===== config.mk =====
export PLATFORM = sky130hd
export DESIGN_NAME = y86_fetch_unit_flat
export DESIGN_NICKNAME = d
export VERILOG_FILES = /design/src/rtl/y86_fetch_unit_if.sv /design/src/rtl/y86_fetch_unit.sv /design/src/flat_wrapper.sv
export SDC_FILE = /design/constraint.sdc
export NUM_CORES = 1
export LEC_CHECK = 0
export CORE_MARGIN = 4
export CORE_UTILIZATION = 43
export DETAILED_ROUTE_END_ITERATION = 10
export GPL_TIMING_DRIVEN = 0
export PLACE_DENSITY = 0.79
export SETUP_SLACK_MARGIN = 0.1
export SLEW_MARGIN = 20
export SYNTH_ARGS = -nofsm -noshare
export SYNTH_HDL_FRONTEND = slang
export SYNTH_SLANG_ARGS = --single-unit

===== constraint.sdc =====
create_clock -name clk -period 3 [get_ports clk]
set_clock_uncertainty 0.2 [all_clocks]
set_input_delay 0.6 -clock clk [delete_from_list [all_inputs] [get_ports clk]]
set_output_delay 0.6 -clock clk [all_outputs]
set_load 0.005 [all_outputs]

===== src/rtl/y86_fetch_unit_if.sv =====
// Bus bundle for the Y86-64 fetch unit: instruction-memory byte port,
// PC-update input and the decoded-instruction output handshake.
interface y86_fetch_unit_if;
  // instruction memory byte read port
  logic        mem_req;
  logic [63:0] mem_addr;
  logic        mem_ack;
  logic [7:0]  mem_rdata;
  logic        mem_err;

  // next PC from the PC-update stage
  logic [63:0] new_pc;
  logic        new_pc_valid;

  // decoded instruction towards the rest of the SEQ datapath
  logic        out_valid;
  logic        out_ready;
  logic [3:0]  icode;
  logic [3:0]  ifun;
  logic [3:0]  rA;
  logic [3:0]  rB;
  logic [63:0] valC;
  logic [63:0] valP;
  logic [63:0] pc;
  logic        instr_valid;
  logic        imem_error;

  // fetch unit side
  modport master (
    output mem_req, mem_addr,
    input  mem_ack, mem_rdata, mem_err,
    input  new_pc, new_pc_valid,
    output out_valid,
    input  out_ready,
    output icode, ifun, rA, rB, valC, valP, pc, instr_valid, imem_error
  );

  // memory / PC-update / consumer side
  modport slave (
    input  mem_req, mem_addr,
    output mem_ack, mem_rdata, mem_err,
    output new_pc, new_pc_valid,
    input  out_valid,
    output out_ready,
    input  icode, ifun, rA, rB, valC, valP, pc, instr_valid, imem_error
  );
endinterface


===== src/rtl/y86_fetch_unit.sv =====
// Byte-serial Y86-64 instruction fetch. Owns the PC, pulls one byte per
// memory handshake, splits the bytes into icode/ifun/rA/rB/valC as they
// arrive, presents the instruction, then waits for the next PC.
module y86_fetch_unit #(
  parameter logic [63:0] PC_RESET = 64'h0
) (
  input  logic             clk,
  input  logic             rst_n,
  y86_fetch_unit_if.master bus
);

  typedef enum logic [1:0] {
    ST_FETCH   = 2'd0,
    ST_PRESENT = 2'd1,
    ST_WAIT_PC = 2'd2,
    ST_HALT    = 2'd3
  } state_t;

  state_t      state_q, state_d;
  logic        req_en_q;           // keeps mem_req low until the first edge after reset
  logic [63:0] pc_q, pc_d;
  logic [3:0]  idx_q, idx_d;
  logic [3:0]  icode_q, icode_d;
  logic [3:0]  ifun_q, ifun_d;
  logic [3:0]  ra_q, ra_d;
  logic [3:0]  rb_q, rb_d;
  logic [63:0] valc_q, valc_d;
  logic [63:0] valp_q, valp_d;
  logic        instr_valid_q, instr_valid_d;
  logic        imem_error_q, imem_error_d;

  logic        mem_req;
  logic [63:0] mem_addr;
  logic        out_valid;
  logic        byte_fire;
  logic        last_byte;
  logic        present_fire;
  logic        must_halt;
  logic [3:0]  cur_len;
  logic [3:0]  valc_idx;

  // Instruction length in bytes, keyed by icode; illegal codes count as 1.
  function automatic logic [3:0] instr_len(input logic [3:0] ic);
    case (ic)
      4'h0, 4'h1, 4'h9:       instr_len = 4'd1;
      4'h2, 4'h6, 4'hA, 4'hB: instr_len = 4'd2;
      4'h7, 4'h8:             instr_len = 4'd9;
      4'h3, 4'h4, 4'h5:       instr_len = 4'd10;
      default:                instr_len = 4'd1;
    endcase
  endfunction

  // True for instructions carrying an rA:rB byte right after the opcode.
  function automatic logic has_regs(input logic [3:0] ic);
    case (ic)
      4'h2, 4'h3, 4'h4, 4'h5, 4'h6, 4'hA, 4'hB: has_regs = 1'b1;
      default:                                  has_regs = 1'b0;
    endcase
  endfunction

  // Handshake decode shared by the next-state and datapath logic.
  always_comb begin
    byte_fire    = mem_req & bus.mem_ack;
    // on byte 0 the icode is only available on the bus, not yet in icode_q
    cur_len      = (idx_q == 4'd0) ? instr_len(bus.mem_rdata[7:4]) : instr_len(icode_q);
    last_byte    = ((idx_q + 4'd1) == cur_len);
    valc_idx     = idx_q - (has_regs(icode_q) ? 4'd2 : 4'd1);
    present_fire = out_valid & bus.out_ready;
    must_halt    = (icode_q == 4'h0) | ~instr_valid_q | imem_error_q;
  end

  // State and datapath registers with asynchronous reset.
  always_ff @(posedge clk or negedge rst_n) begin
    if (!rst_n) begin
      state_q       <= ST_FETCH;
      req_en_q      <= 1'b0;
      pc_q          <= PC_RESET;
      idx_q         <= 4'd0;
      icode_q       <= 4'h0;
      ifun_q        <= 4'h0;
      ra_q          <= 4'hF;
      rb_q          <= 4'hF;
      valc_q        <= 64'h0;
      valp_q        <= 64'h0;
      instr_valid_q <= 1'b1;
      imem_error_q  <= 1'b0;
    end else begin
      state_q       <= state_d;
      req_en_q      <= 1'b1;
      pc_q          <= pc_d;
      idx_q         <= idx_d;
      icode_q       <= icode_d;
      ifun_q        <= ifun_d;
      ra_q          <= ra_d;
      rb_q          <= rb_d;
      valc_q        <= valc_d;
      valp_q        <= valp_d;
      instr_valid_q <= instr_valid_d;
      imem_error_q  <= imem_error_d;
    end
  end

  // Next-state: fetch until last byte or error, present, then wait or halt.
  always_comb begin
    state_d = state_q;
    case (state_q)
      ST_FETCH:   if (byte_fire && (bus.mem_err || last_byte)) state_d = ST_PRESENT;
      ST_PRESENT: if (present_fire) state_d = must_halt ? ST_HALT : ST_WAIT_PC;
      ST_WAIT_PC: if (bus.new_pc_valid) state_d = ST_FETCH;
      ST_HALT:    state_d = ST_HALT;
      default:    state_d = ST_HALT;
    endcase
  end

  // Datapath: place each returned byte into its field; reload on a new PC.
  always_comb begin
    pc_d          = pc_q;
    idx_d         = idx_q;
    icode_d       = icode_q;
    ifun_d        = ifun_q;
    ra_d          = ra_q;
    rb_d          = rb_q;
    valc_d        = valc_q;
    valp_d        = valp_q;
    instr_valid_d = instr_valid_q;
    imem_error_d  = imem_error_q;
    case (state_q)
      ST_FETCH: begin
        if (byte_fire) begin
          if (bus.mem_err) begin
            // keep whatever was assembled so far; the byte itself is dropped
            imem_error_d = 1'b1;
          end else begin
            idx_d = idx_q + 4'd1;
            if (idx_q == 4'd0) begin
              icode_d       = bus.mem_rdata[7:4];
              ifun_d        = bus.mem_rdata[3:0];
              instr_valid_d = (bus.mem_rdata[7:4] <= 4'hB);
              valp_d        = pc_q + {60'd0, instr_len(bus.mem_rdata[7:4])};
            end else if (has_regs(icode_q) && (idx_q == 4'd1)) begin
              ra_d = bus.mem_rdata[7:4];
              rb_d = bus.mem_rdata[3:0];
            end else begin
              for (int k = 0; k < 8; k++) begin
                if (valc_idx == 4'(k)) valc_d[8*k +: 8] = bus.mem_rdata;
              end
            end
          end
        end
      end
      ST_WAIT_PC: begin
        if (bus.new_pc_valid) begin
          pc_d          = bus.new_pc;
          idx_d         = 4'd0;
          icode_d       = 4'h0;
          ifun_d        = 4'h0;
          ra_d          = 4'hF;
          rb_d          = 4'hF;
          valc_d        = 64'h0;
          valp_d        = 64'h0;
          instr_valid_d = 1'b1;
          imem_error_d  = 1'b0;
        end
      end
      default: ;
    endcase
  end

  // Outputs: request while fetching, present while in PRESENT.
  always_comb begin
    mem_req   = req_en_q & (state_q == ST_FETCH);
    mem_addr  = pc_q + {60'd0, idx_q};
    out_valid = (state_q == ST_PRESENT);
  end

  assign bus.mem_req     = mem_req;
  assign bus.mem_addr    = mem_addr;
  assign bus.out_valid   = out_valid;
  assign bus.icode       = icode_q;
  assign bus.ifun        = ifun_q;
  assign bus.rA          = ra_q;
  assign bus.rB          = rb_q;
  assign bus.valC        = valc_q;
  assign bus.valP        = valp_q;
  assign bus.pc          = pc_q;
  assign bus.instr_valid = instr_valid_q;
  assign bus.imem_error  = imem_error_q;

endmodule


===== src/flat_wrapper.sv =====
// flat-port wrapper written by rule: the top's interface ports become plain ports
module y86_fetch_unit_flat 
#(
  parameter logic [63:0] PC_RESET = 64'h0
)
  (clk, rst_n, bus_mem_req, bus_mem_addr, bus_mem_ack, bus_mem_rdata, bus_mem_err, bus_new_pc, bus_new_pc_valid, bus_out_valid, bus_out_ready, bus_icode, bus_ifun, bus_rA, bus_rB, bus_valC, bus_valP, bus_pc, bus_instr_valid, bus_imem_error);
  y86_fetch_unit_if bus_i ();
  input  logic clk;
  input  logic rst_n;
  output wire logic [$bits(bus_i.mem_req)-1:0] bus_mem_req;
  output wire logic [$bits(bus_i.mem_addr)-1:0] bus_mem_addr;
  input wire logic [$bits(bus_i.mem_ack)-1:0] bus_mem_ack;
  input wire logic [$bits(bus_i.mem_rdata)-1:0] bus_mem_rdata;
  input wire logic [$bits(bus_i.mem_err)-1:0] bus_mem_err;
  input wire logic [$bits(bus_i.new_pc)-1:0] bus_new_pc;
  input wire logic [$bits(bus_i.new_pc_valid)-1:0] bus_new_pc_valid;
  output wire logic [$bits(bus_i.out_valid)-1:0] bus_out_valid;
  input wire logic [$bits(bus_i.out_ready)-1:0] bus_out_ready;
  output wire logic [$bits(bus_i.icode)-1:0] bus_icode;
  output wire logic [$bits(bus_i.ifun)-1:0] bus_ifun;
  output wire logic [$bits(bus_i.rA)-1:0] bus_rA;
  output wire logic [$bits(bus_i.rB)-1:0] bus_rB;
  output wire logic [$bits(bus_i.valC)-1:0] bus_valC;
  output wire logic [$bits(bus_i.valP)-1:0] bus_valP;
  output wire logic [$bits(bus_i.pc)-1:0] bus_pc;
  output wire logic [$bits(bus_i.instr_valid)-1:0] bus_instr_valid;
  output wire logic [$bits(bus_i.imem_error)-1:0] bus_imem_error;
  assign bus_mem_req = bus_i.mem_req;
  assign bus_mem_addr = bus_i.mem_addr;
  assign bus_i.mem_ack = bus_mem_ack;
  assign bus_i.mem_rdata = bus_mem_rdata;
  assign bus_i.mem_err = bus_mem_err;
  assign bus_i.new_pc = bus_new_pc;
  assign bus_i.new_pc_valid = bus_new_pc_valid;
  assign bus_out_valid = bus_i.out_valid;
  assign bus_i.out_ready = bus_out_ready;
  assign bus_icode = bus_i.icode;
  assign bus_ifun = bus_i.ifun;
  assign bus_rA = bus_i.rA;
  assign bus_rB = bus_i.rB;
  assign bus_valC = bus_i.valC;
  assign bus_valP = bus_i.valP;
  assign bus_pc = bus_i.pc;
  assign bus_instr_valid = bus_i.instr_valid;
  assign bus_imem_error = bus_i.imem_error;
  y86_fetch_unit #(.PC_RESET(PC_RESET)) u_core (.clk(clk), .rst_n(rst_n), .bus(bus_i));
endmodule

Word-level counts from Yosys, hierarchy flattened
Memories as Yosys holds them, arrays and structs flattened.
Index checks and enable logic that the tools add are counted.
{"block": "word_totals", "latchBits": 0, "ff_bits": 217, "wordCells": 159, "mem_count": 3, "romBits": 144, "ram_bits": 0, "output_inout_bits": 276}
{"name": "(no name shown)", "words": 16, "width": 3, "rd": 1, "rd_ports_with_merged_regs": 0, "write_ports": 0, "line": "y86_fetch_unit.sv:44", "text": "case (ic)"}
{"name": "(no name shown)", "words": 16, "width": 3, "rd": 1, "rd_ports_with_merged_regs": 0, "write_ports": 0, "line": "y86_fetch_unit.sv:44"}
{"name": "(no name shown)", "words": 16, "width": 3, "rd": 1, "rd_ports_with_merged_regs": 0, "write_ports": 0, "line": "y86_fetch_unit.sv:44"}
{"block": "classes", "eq_ne": 37, "reduce_logical": 23, "n_mux": 66, "bitwise_logic": 6, "n_mul": 0, "n_div": 0, "shifts": 0, "order_cmp": 1, "add_sub_neg": 4}
{"operator": "two-way mux 64 bit", "count": 8}
{"operator": "case mux 64 bit (2 select lines)", "count": 2}
{"operator": "adder 64 x 4 -> 64 bit", "count": 2}
{"operator": "two-way mux 4 bit", "count": 23}
{"operator": "two-way mux 8 bit", "count": 8}
{"operator": "AND reduction 7 bit", "count": 8}
{"operator": "case mux 4 bit (2 select lines)", "count": 5}
{"operator": "== test 4 x 3 -> 1 bit, second input constant", "count": 7}
{"operator": "!= test 2 x 1 -> 1 bit, second input constant", "count": 12}
{"operator": "== test 4 x 2 -> 1 bit, second input constant", "count": 4}
{"operator": "two-way mux 1 bit", "count": 13}
{"operator": "zero test 4 bit", "count": 3}
{"operator": "!= test 2 bit, second input constant", "count": 6}
{"operator": "== test 4 x 1 -> 1 bit, second input constant", "count": 2}
{"operator": "== test 4 bit, second input constant", "count": 2}
{"operator": "two-way mux 2 bit", "count": 4}
{"operator": "case mux 2 bit (4 select lines)", "count": 1}
{"operator": "AND reduction 4 bit", "count": 2}
{"operator": "OR reduction 7 bit", "count": 1}
{"operator": "AND reduction 6 bit", "count": 1}
{"operator": "AND reduction 5 bit", "count": 1}
{"operator": "adder 4 x 1 -> 4 bit, second input constant", "count": 1}
{"operator": "== test 2 bit, second input constant", "count": 2}
{"operator": "== test 4 bit", "count": 1}
{"operator": "13 further kinds", "count": 18}

Depth between registers and ports, before layout
Gate-level depths: netlist (run 1).
{"block": "depth", "word_depth": 13, "depth_mapped": 12, "mapped_depth_nobuf": 11}

Worst setup path before layout (run 1)
Ideal clock, no wire load.
{"block": "synth_path", "path_kind": "reg2reg", "from": "reg u_core.icode_q[0] (netlist: u_core.bus.icode[0])", "to": "reg u_core.valc_q[10] (netlist: u_core.bus.valC[10])", "slack_ps": -341, "stages_incl_launch_ff": 12, "period_less_slack_ps": 3341, "t_arrival_ps": 3000, "path_cell_list": "dfrtp_1 a21o_1 a21oi_1 inv_1 ha_1 fa_1 or2_2 o31ai_1 a31oi_1 or2_2 clkbuf_1 mux2i_1"}
{"block": "synth_via", "elab_chain_len": 10, "word_cells_on_any_way": 20, "cone_classes": "1 x add/sub; 10 x eq/ne; 6 x mux; 3 x reduce/logical"}
{"element": "start, declared", "line": "y86_fetch_unit.sv:23", "text": "logic [3:0] icode_q, icode_d;"}
{"element": "start signal, assigned", "line": "y86_fetch_unit.sv:92", "text": "icode_q <= icode_d;"}
{"element": "== test 4 x 2 -> 1 bit (tied with other cells)", "line": "y86_fetch_unit.sv:55", "text": "case (ic)"}
{"element": "OR reduction 7 bit *", "line": "y86_fetch_unit.sv:55"}
{"element": "two-way mux 1 bit *", "line": "y86_fetch_unit.sv:55"}
{"element": "parallel branches: the longest is 6 deep, another holds subtractor 4 bit"}
{"element": "AND reduction 7 bit (no line) *"}
{"element": "end signal, assigned", "line": "y86_fetch_unit.sv:96", "text": "valc_q <= valc_d;"}
{"element": "end, declared", "line": "y86_fetch_unit.sv:27", "text": "logic [63:0] valc_q, valc_d;"}
Every way passes the cells marked *. The select of a mux whose other input is x is not followed.
A chain may end at the register's enable or synchronous reset.

Worst setup path in the final report (run 1)
{"block": "layout_path", "from": "reg u_core.pc_q[6] (netlist: u_core.bus.pc[6])", "to": "out bus_mem_addr[45]"}
{"block": "layout_via", "elab_chain_len": 1}
{"element": "start, declared", "line": "y86_fetch_unit.sv:21", "text": "logic [63:0] pc_q, pc_d;"}
{"element": "start signal, assigned", "line": "y86_fetch_unit.sv:90", "text": "pc_q <= pc_d;"}
{"element": "adder 64 x 4 -> 64 bit", "line": "y86_fetch_unit.sv:172", "text": "mem_addr = pc_q + {60'd0, idx_q};"}
{"element": "end, declared", "line": "flat_wrapper.sv:11", "text": "output wire logic [$bits(bus_i.mem_addr)-1:0] bus_mem_addr;"}
No other way between the ends.

==> results of run 1 <==
cells by family (layout without fill, tap and decap cells):
| logic type | after synthesis | in the layout |
|---|---|---|
| and+or+nand+nor | 379 | 379 |
| other | 1 | 1 |
| xor gates and xnor gates | 125 | 125 |
| adders and majority gates | 15 | 15 |
| muxes | 73 | 73 |
| AOI/OAI and AO/OA | 244 | 244 |
| DFF | 217 | 217 |
| buffers and inverters | 109 | 638 |
area by class of cell:
class	count	area share (%)
Multi-Input combinational cell	837	36.6
Sequential cell	217	29.3
Timing Repair Buffer	494	24.6
Clock buffer	35	3.81
Tap cell	330	2.21
Buffer	68	2.17
Inverter	33	0.662
Clock inverter	8	0.649
power groups by stage:
stage	logic [W]	registers (W)	clock network (W)
3_5_place_dp	0.00915	0.00549	0
3_3_place_gp	0.00898	0.00545	0
2_1_floorplan	0.00405	0.00527	0
5_1_grt	0.0124	0.00570	0.00329
4_1_cts	0.0105	0.00542	0.00317
6_report	0.0117	0.00558	0.00315
state kept, by name, indices dropped and copies added (netlist names):
| signal | cells |
|---|---|
| u_core.bus.valC | 64 |
| u_core.bus.ifun | 4 |
| u_core.idx_q | 4 |
| u_core.bus.imem_error | 1 |
| u_core.state_q | 2 |
| u_core.bus.icode | 4 |
| u_core.bus.rA | 4 |
| u_core.bus.pc | 64 |
| u_core.bus.rB | 4 |
| u_core.bus.instr_valid | 1 |
| u_core.bus.valP | 64 |
| u_core.req_en_q | 1 |
through the flow:
step	area, um^2	util [%]	setup WS [ps]	power [W]	setup TNS (ps)
after floorplan	11400	-	-23.6	0.00932	-343
after global placement	15400	60.6	-8800	0.0144	-1819090
after detailed placement	15400	60.8	-1440	0.0146	-121770
after CTS	17800	70.3	-795	0.0191	-30140
after global routing	18700	73.7	-983	0.0214	-42990
final	18700	73.7	-940	0.0205	-35350
cells in the final DEF, fill, tap and decap left out, types with 7 or more instances in the layout:
master	Yosys	layout
clkdlybuf4s50_1	0	285
dfrtp_1	208	179
nand2_1	119	106
o21ai_0	183	91
buf_4	4	87
o21ai_2	0	66
mux2_2	64	64
buf_2	12	63
buf_6	1	59
nor2_1	78	54
xnor2_1	71	50
xor2_1	53	49
nand4_1	39	39
o21ai_1	6	32
clkbuf_1	53	31
dfrtp_2	0	29
inv_1	33	27
clkbuf_16	0	26
nor3_1	34	20
xnor2_2	0	20
nand3_1	32	19
nor2_4	1	18
clkbuf_2	1	16
a21oi_1	23	16
nor4_4	1	12
or2_4	0	11
nor3_4	0	10
dfstp_2	9	9
nand3_4	1	8
nand2_2	0	8
nor4_2	1	7
and3_1	10	7
nor2_2	0	7
mux2i_1	9	7
critical path, delay by kind of cell (launching register included):
kind                   cells  cell delay, ps
XOR/XNOR                   1             190
AND/OR/NAND/NOR            5            1190
buffers and inverters      6             850
flip-flops                 1             390
repair_timing:
| item | CTS | global route |
|---|---|---|
| setup endpoints to repair | 199 | 173 |
| gates resized for setup | 488 | 239 |
| setup buffers | 109 | 39 |
| hold buffers | 1 | 0 |
| hold endpoints to repair | 53 | 0 |
| cloned | 0 | 0 |
| pin swaps | 71 | 86 |
path summary, 6_finish.rpt:
check / to / cells past startpoint
worst max-delay path: bus_mem_addr[45] / 12
worst min-delay path: u_core.bus.rA[3]$_DFFE_PN1P_ / 3
worst max register to register: u_core.bus.valC[14]$_DFFE_PN0P_ / 13
worst min register to register: u_core.bus.valP[49]$_DFFE_PN0P_ / 2
max in group asynchronous: u_core.bus.pc[39]$_DFFE_PN0P_ / 3
min in group asynchronous: u_core.bus.valC[31]$_DFFE_PN0P_ / 2
routing by layer:
layer | vias up | global-route usage, % | part of all wire [%]
met5 | - | 0 | 0
met4 | 0 | 14.8 | 7.6
met3 | 292 | 9.13 | 11
met2 | 925 | 53.0 | 48
met1 | 5898 | 35.4 | 34
li1 | 5073 | - | -
==> results.md, run 1 <==
Status:
- The flow ran to the end, but the final reports show violations.
- The checks that failed: setup timing.

Min path:
- In this run the most critical hold path is launched from bus_mem_rdata[7].
- The worst hold path belongs to the class in2reg.

Layout:
- The total number of nets in the final design is 1768.
- The number of antenna diodes is 0.
- After the flow finishes, the layout carries non-filler instances totaling 2022.
- The fraction of layout cells with a size suffix above 1 is 36.8%.
- The combined area of the multi-input logic cells is 0.00684 mm^2.
- The area growth from synthesis to layout is 66.6%.
- The layout has 1593 filler cells.
- Across the whole layout, storage elements account for 0.00548 mm^2.

Route:
- The violation count after the first detailed-route iteration is 1333.
- Once detail routing completed, the nets flagged for antenna violations numbered 0.
- The detailed-route DRC error count is 0.
- The detail-routed net length per standard cell is 24.9 um.
- The detailed router placed 12200 vias in this run.
- The first TritonRoute pass finished after 6 iterations.
- The via count normalized by instance count is 6.03.
- The final layout contains routed wiring with a total length of 50.3 mm.

STA:
- Setup repair after global routing could not meet its margin everywhere.
- The count of final max-slew check failures is 0.
- The top achievable clock speed is 254 MHz.
- The number of hold violations in the final report came to 0.
- The number of setup violations in the final report is 92.
- The clock period minus worst slack is 3940 ps.
- The worst pin sits at a relative slew slack of 45.2%.
- Across all setup checks in the final design, the least slack found is -940 ps.
- Across all hold checks on the routed design, the worst slack comes to 224 ps.
- At the pin with the least slew margin, the transition time is 822 ps.
- Of the available clock period, the critical path in the final layout requires 131%.

Floorplanning:
- The number of top-level pins is 354.
- The site row count is 58.
- The area inside the core boundary is 0.0254 mm^2.
- The floorplan step set the die height to 170 um.
- The starting density of the core is 44.2%.
- In this run the horizontal extent of the chip is 170 um.
- The die covers 0.0288 mm^2.

Yosys:
- In this run, synthesis produced a sequential element count of 217.
- The leading cell type by number of instances after synthesis is dfrtp_1.
- Yosys printed 0 warnings.
- The synthesized netlist devotes 11.7% of its cell area to compound gates.
- Synthesis handed over a netlist of 1163 instances.
- The adder-cell area share of the yosys netlist is 1.87%.
- The register area share after synthesis is 48.5%.
- After Yosys synthesis, and, or, nand and nor cells account for 16.8% of the synthesized area.
- The count of flip-flops with a built-in enable after synthesis is 0.
- The most used flip-flop cell after synthesis is dfrtp_1.
- The fraction of registers with async set/reset is 100%.
- The cell type with the largest total area after synthesis is dfrtp_1.
- The portion of synthesized area spent on multiplexers is 7.22%.
- After synthesis the cells add up to 0.0112 mm^2.
- The number of different library cells in the post-synthesis netlist is 63.
- The main combinational cell family by area after synthesis is simple AND/OR/NAND/NOR gates.
- The synthesized design devotes to its leading area cell type 46.4% of total area.
- By count the netlist is led by 208 x dfrtp_1, 183 x o21ai_0, 119 x nand2_1.
- In this run the mean area of a mapped cell was 9.65 um^2.
- The synthesized netlist devotes 9.87% of its cell area to XOR and XNOR gates.
- Sorting the synthesized cells by area gives the leading types as dfrtp_1 46%, o21ai_0 8.2%, mux2_2 6.4%.
- The number of nets produced by synthesis is 1256.

CTS:
- The clock net in this run drives a total of 217 sinks.
- The buffer cell driving the clock tree root is clkbuf_16.
- The number of buffers inserted during clock tree synthesis is 24.
- In this run the number of H-tree levels came out at 1.
- The register clock-pin slew on the reported worst setup and hold paths is 60 ps.
- The maximum buffer depth of the clock tree is 3.
- TritonCTS built the clock tree.
- The clock latency on the worst-skew pair is 520 ps.

GRT:
- Entering global routing, the biggest net connects 94 pins.
- The global-route usage over all layers is 30.9%.
- The first global-routing pass estimated 69.9 mm of wire.
- The number of global-route vias before repair is 11900.
- The overflow left after global routing is 0.
- The initial antenna violation count is 0.

Power and ir drop:
- The cell internal power dissipation is 0.0121 W.
- The highest ir drop seen on vdd is 0.000739 V.
- The reported net switching power is 0.00838 W.
- In this run the power density over the cells is 1090 mW/mm^2.
- The clock share of power is 15.4%.
- The proportion of power drawn by flip-flops and latches is 27.3%.
- The net switching share of the total power is 40.9%.
- The part of the power in combinational logic is 57.4%.
- The total leakage power is 8.16 nW.

Worst setup path:
- Across all register-to-register paths, the minimum setup slack is -140 ps.
- On the worst path, the slowest cell contributes a delay of 460 ps.
- The most repeated library cell on the critical path is buf_6.
- The kind of end point of the critical path is an output port.
- Along the worst path, the maximum fanout reaches 6.
- The kind of start point of the critical path is a register.
- Data on the critical path is required at its endpoint by 2200 ps.
- Traced cell by cell, the critical path runs through buf_6 > nand4_1 > or4_4 > buf_6 > or3_4 > buf_6 > nor2_4 > buf_12 > buf_6 > nand3_4 > xnor2_2 > buf_2.
- STA puts the critical path data arrival time at 3140 ps.
- The critical path is of the reg2out type.
- In this run the critical register-to-register path is launched from u_core.bus.icode[1]$_DFFE_PN0P_.
- The critical path startpoint is u_core.bus.pc[6]$_DFFE_PN0P_.
- The slowest stage of the critical path belongs to the cell or4_4.

Place:
- The count of input and output buffers is 353.
- In this run, placement finished with an instance count of 1848.
- The detailed-placement wirelength estimate is 31.6 mm.
- The weighted congestion at the end of routability-driven global placement is 0.922.

Flow run:
- Max-cap violations in this run came to 0.
No activity file was read; power rests on OpenSTA's default activity.
==> inputs of run 2 (changes only) <==
Settings changed: CORE_ASPECT_RATIO from default to 1.5.
==> results.md, run 2 (same netlist as run 1, synthesis figures left out) <==
Place:
- The count of input and output buffers was 353 (unchanged).
- The worst-case setup slack after placement came to -1640 ps (was -1440 ps).
- The cell count after placement came to 1851 (was 1848).
- The detailed-placement wirelength estimate is 31.6 mm (about the same).
- The weighted congestion at the end of routability-driven global placement is 0.928 (was 0.922).

Min path:
- The instance count along the most critical hold path came to 3 (unchanged).
- The worst hold endpoint is u_core.bus.rA[2]$_DFFE_PN1P_ (was u_core.bus.rA[3]$_DFFE_PN1P_).
- The class of the tightest hold or removal check is in2reg (unchanged).
- The beginning of the worst hold path is bus_mem_rdata[6] (was bus_mem_rdata[7]).

CTS:
- The CTS tree is built (unchanged).
- The clock sink total is 217 (unchanged).
- The CTS H-tree depth was 1 (unchanged).
- The number of buffers inserted during clock tree synthesis came to 22 (was 24).
- The register clock-pin slew on the reported worst setup and hold paths is 70 ps (was 60 ps).
- The buffer cell driving the clock tree root is clkbuf_16 (unchanged).
- The clock latency on the worst-skew pair is 530 ps (was 520 ps).
- The maximum buffer depth of the clock tree is 3 (unchanged).

Route:
- The violation count after the first detailed-route iteration was 1078 (was 1333).
- The count of antenna-violating nets left after detailed routing was 0 (unchanged).
- The detail-routed net length per standard cell came to 25.1 um (was 24.9 um).
- The vias after detailed routing was 12300 (was 12200).
- The via count normalized by instance count is 5.96 (was 6.03).
- The length of the first detailed-routing pass in iterations came to 6 (unchanged).
- The total detailed-routing wirelength is 51.9 mm (was 50.3 mm).
- The detailed-route DRC error count is 0 (unchanged).

Worst setup path:
- The type of the worst setup path is reg2out (unchanged).
- The kind of end point of the critical path was an output port (unchanged).
- The largest driver fanout on the critical path is 6 (unchanged).
- The arrival time of data at the critical path endpoint came to 3130 ps (was 3140 ps).
- The register-to-register path setup slack came to -70 ps (was -140 ps).
- The endpoint required time on the critical path is 2200 ps (about the same).
- The end of the worst register-to-register path is u_core.bus.valC[15]$_DFFE_PN0P_ (was u_core.bus.valC[14]$_DFFE_PN0P_).
- The worst flop-to-flop path startpoint is u_core.bus.icode[1]$_DFFE_PN0P_ (unchanged).
- The depth of the worst register-to-register path was 12 (was 13).
- The kind of start point of the critical path is a register (unchanged).

Power and ir drop:
- The power per cell area is 1070 mW/mm^2 (was 1090 mW/mm^2).
- The net switching share of the total power came to 41.2% (was 40.9%).
- The proportion of power drawn by flip-flops and latches was 27.3% (about the same).
- The highest ir drop seen on vdd came to 0.000897 V (was 0.000739 V).
- The total leakage power is 8.33 nW (was 8.16 nW).
- The part of the power in combinational logic came to 57.7% (was 57.4%).
- The reported net switching power is 0.00839 W (was 0.00838 W).
- The clock share of power is 15.0% (was 15.4%).
- The cell internal power dissipation is 0.0120 W (was 0.0121 W).

STA:
- The total negative setup slack is -37710 ps (was -35350 ps).
- The top achievable clock speed is 255 MHz (was 254 MHz).
- The post-route fraction of the period consumed by the critical path came to 131% (about the same).
- Unrepaired setup endpoints after global routing: yes (unchanged).
- The number of setup violations in the final report is 69 (was 92).
- The actual slew at the worst max-slew pin is 737 ps (was 822 ps).
- The worst setup margin is -929 ps (was -940 ps).
- The clock period minus worst slack was 3930 ps (was 3940 ps).
- The number of hold violations in the final report is 0 (unchanged).
- The worst-case headroom to the max-slew limit was 50.8% (was 45.2%).
- The count of final max-slew check failures was 0 (unchanged).

Status:
- Violations in the final reports: setup timing (unchanged).
- Outcome: complete, but fails checks (unchanged).

Floorplanning:
- The horizontal extent of the die is 140 um (was 170 um).
- The starting density of the core came to 43.6% (was 44.2%).
- The number of top-level pins is 354 (unchanged).
- The site row count was 72 (was 58).
- The area inside the core boundary is 0.0258 mm^2 (was 0.0254 mm^2).
- The die span in y is 206 um (was 170 um).
- The area of the die is 0.0288 mm^2 (about the same).

Layout:
- The filler-free cell count of the finished design came to 2071 (was 2022).
- The fraction of layout cells with a size suffix above 1 is 37.1% (was 36.8%).
- The count of filler cells inserted in the layout is 1608 (was 1593).
- The relative area change from synthesis to final layout is 68.9% (was 66.6%).
- The most common cell after layout, fill and taps aside is clkdlybuf4s50_1 (unchanged).
- Highest-count cells in the layout ignoring fill and taps: 284 x clkdlybuf4s50_1, 186 x dfrtp_1, 127 x buf_4 (was 285 x clkdlybuf4s50_1, 179 x dfrtp_1, 106 x nand2_1).
- The number of antenna diodes is 0 (unchanged).
- The total number of nets in the final design is 1815 (was 1768).

GRT:
- The global-route usage over all layers was 31.2% (was 30.9%).
- The overflow left after global routing is 0 (unchanged).
- The pin count of the biggest net entering global routing is 102 (was 94).
- The number of global-route vias before repair came to 12100 (was 11900).
- The global-route wire length before repair was 70.7 mm (was 69.9 mm).
- The initial antenna violation count is 1 (was 0).

Flow run:
- The number of max-capacitance violations reported is 0 (unchanged).
-- run 2: changes by cell type in the layout (fill, tap and decap cells not counted), sizes merged, moves of 2 or more --
cell          before  now
clkbuf            84   75
clkinvlp           1    3
buf              222  274
dlymetal6s2s       2    0
-- run 2: how the worst max path moves through the flow --
| stage | start | to | slack [ps] | depth (start not counted) |
|---|---|---|---|---|
| floorplan | u_core.bus.icode[1]$_DFFE_PN0P_ | u_core.bus.valC[14]$_DFFE_PN0P_ | -20 | 11 |
| global placement | rst_n | u_core.bus.pc[8]$_DFFE_PN0P_ | -8840 | 1 |
| detailed placement | bus_mem_rdata[5] | u_core.bus.valP[62]$_DFFE_PN0P_ | -1640 | 11 |
| CTS | u_core.bus.pc[5]$_DFFE_PN0P_ | bus_mem_addr[49] | -780 | 11 |
| global route | u_core.bus.pc[8]$_DFFE_PN0P_ | bus_mem_addr[51] | -1020 | 11 |
| finish | u_core.bus.pc[8]$_DFFE_PN0P_ | bus_mem_addr[49] | -930 | 10 |
-- run 2: power groups by stage --
stage	Sequential, W	Combinational (W)	Clock, W
6_report	0.00555	0.0118	0.00306
5_1_grt	0.00565	0.0124	0.00316
4_1_cts	0.00539	0.0101	0.00306
3_5_place_dp	0.00547	0.00911	0
3_3_place_gp	0.00543	0.00894	0
2_1_floorplan	0.00527	0.00405	0
-- run 2: worst max-delay path, cell delays in order (launching register included) --
cell and delay [ps]:
dfrtp_2 410, nand2_2 190, or4_4 580, buf_6 140, or3_4 360, buf_6 140
nor2_4 130, buf_6 140, nand4_1 130, xnor2_1 220, buf_2 160
-- run 2: through the flow --
| stage | cell area, um^2 | hold slack (ps) | power, W | util, % |
|---|---|---|---|---|
| after floorplan | 11400 | 104 | 0.00932 | - |
| final | 19000 | 221 | 0.0204 | 73.6 |
| after global routing | 19000 | 242 | 0.0212 | 73.6 |
| after global placement | 15400 | 262 | 0.0144 | 59.7 |
| after detailed placement | 15400 | 254 | 0.0146 | 60.0 |
| after CTS | 17800 | 284 | 0.0185 | 69.1 |
-- run 2: timing repair --
action	CTS	global route
resized for setup	449	269
endpoints found under the setup margin	199	163
hold buffers	1	0
gates cloned	0	0
endpoints found under the hold margin	20	0
setup buffers	124	83
pin swaps	88	72
-- run 2: layout make-up --
cell class | count | area [um^2] | area share, %
buffer | 69 | 452 | 2.38
inverter | 33 | 124 | 0.653
multi-input combinational | 837 | 6770 | 35.7
clock inverter | 13 | 176 | 0.930
clock buffer | 27 | 601 | 3.17
tap | 333 | 417 | 2.20
sequential | 217 | 5470 | 28.8
timing repair buffer | 542 | 4960 | 26.2
-- run 2: per-layer routing --
layer | vias to the layer above | wire length (um) | track usage, % | share of wire (%)
met4 | 2 | 4240 | 17.6 | 8.2
met1 | 5993 | 17000 | 34.0 | 33
met5 | - | 10 | 0 | 0.019
li1 | 5160 | - | - | -
met2 | 869 | 26100 | 56.0 | 50
met3 | 311 | 4630 | 6.81 | 8.9
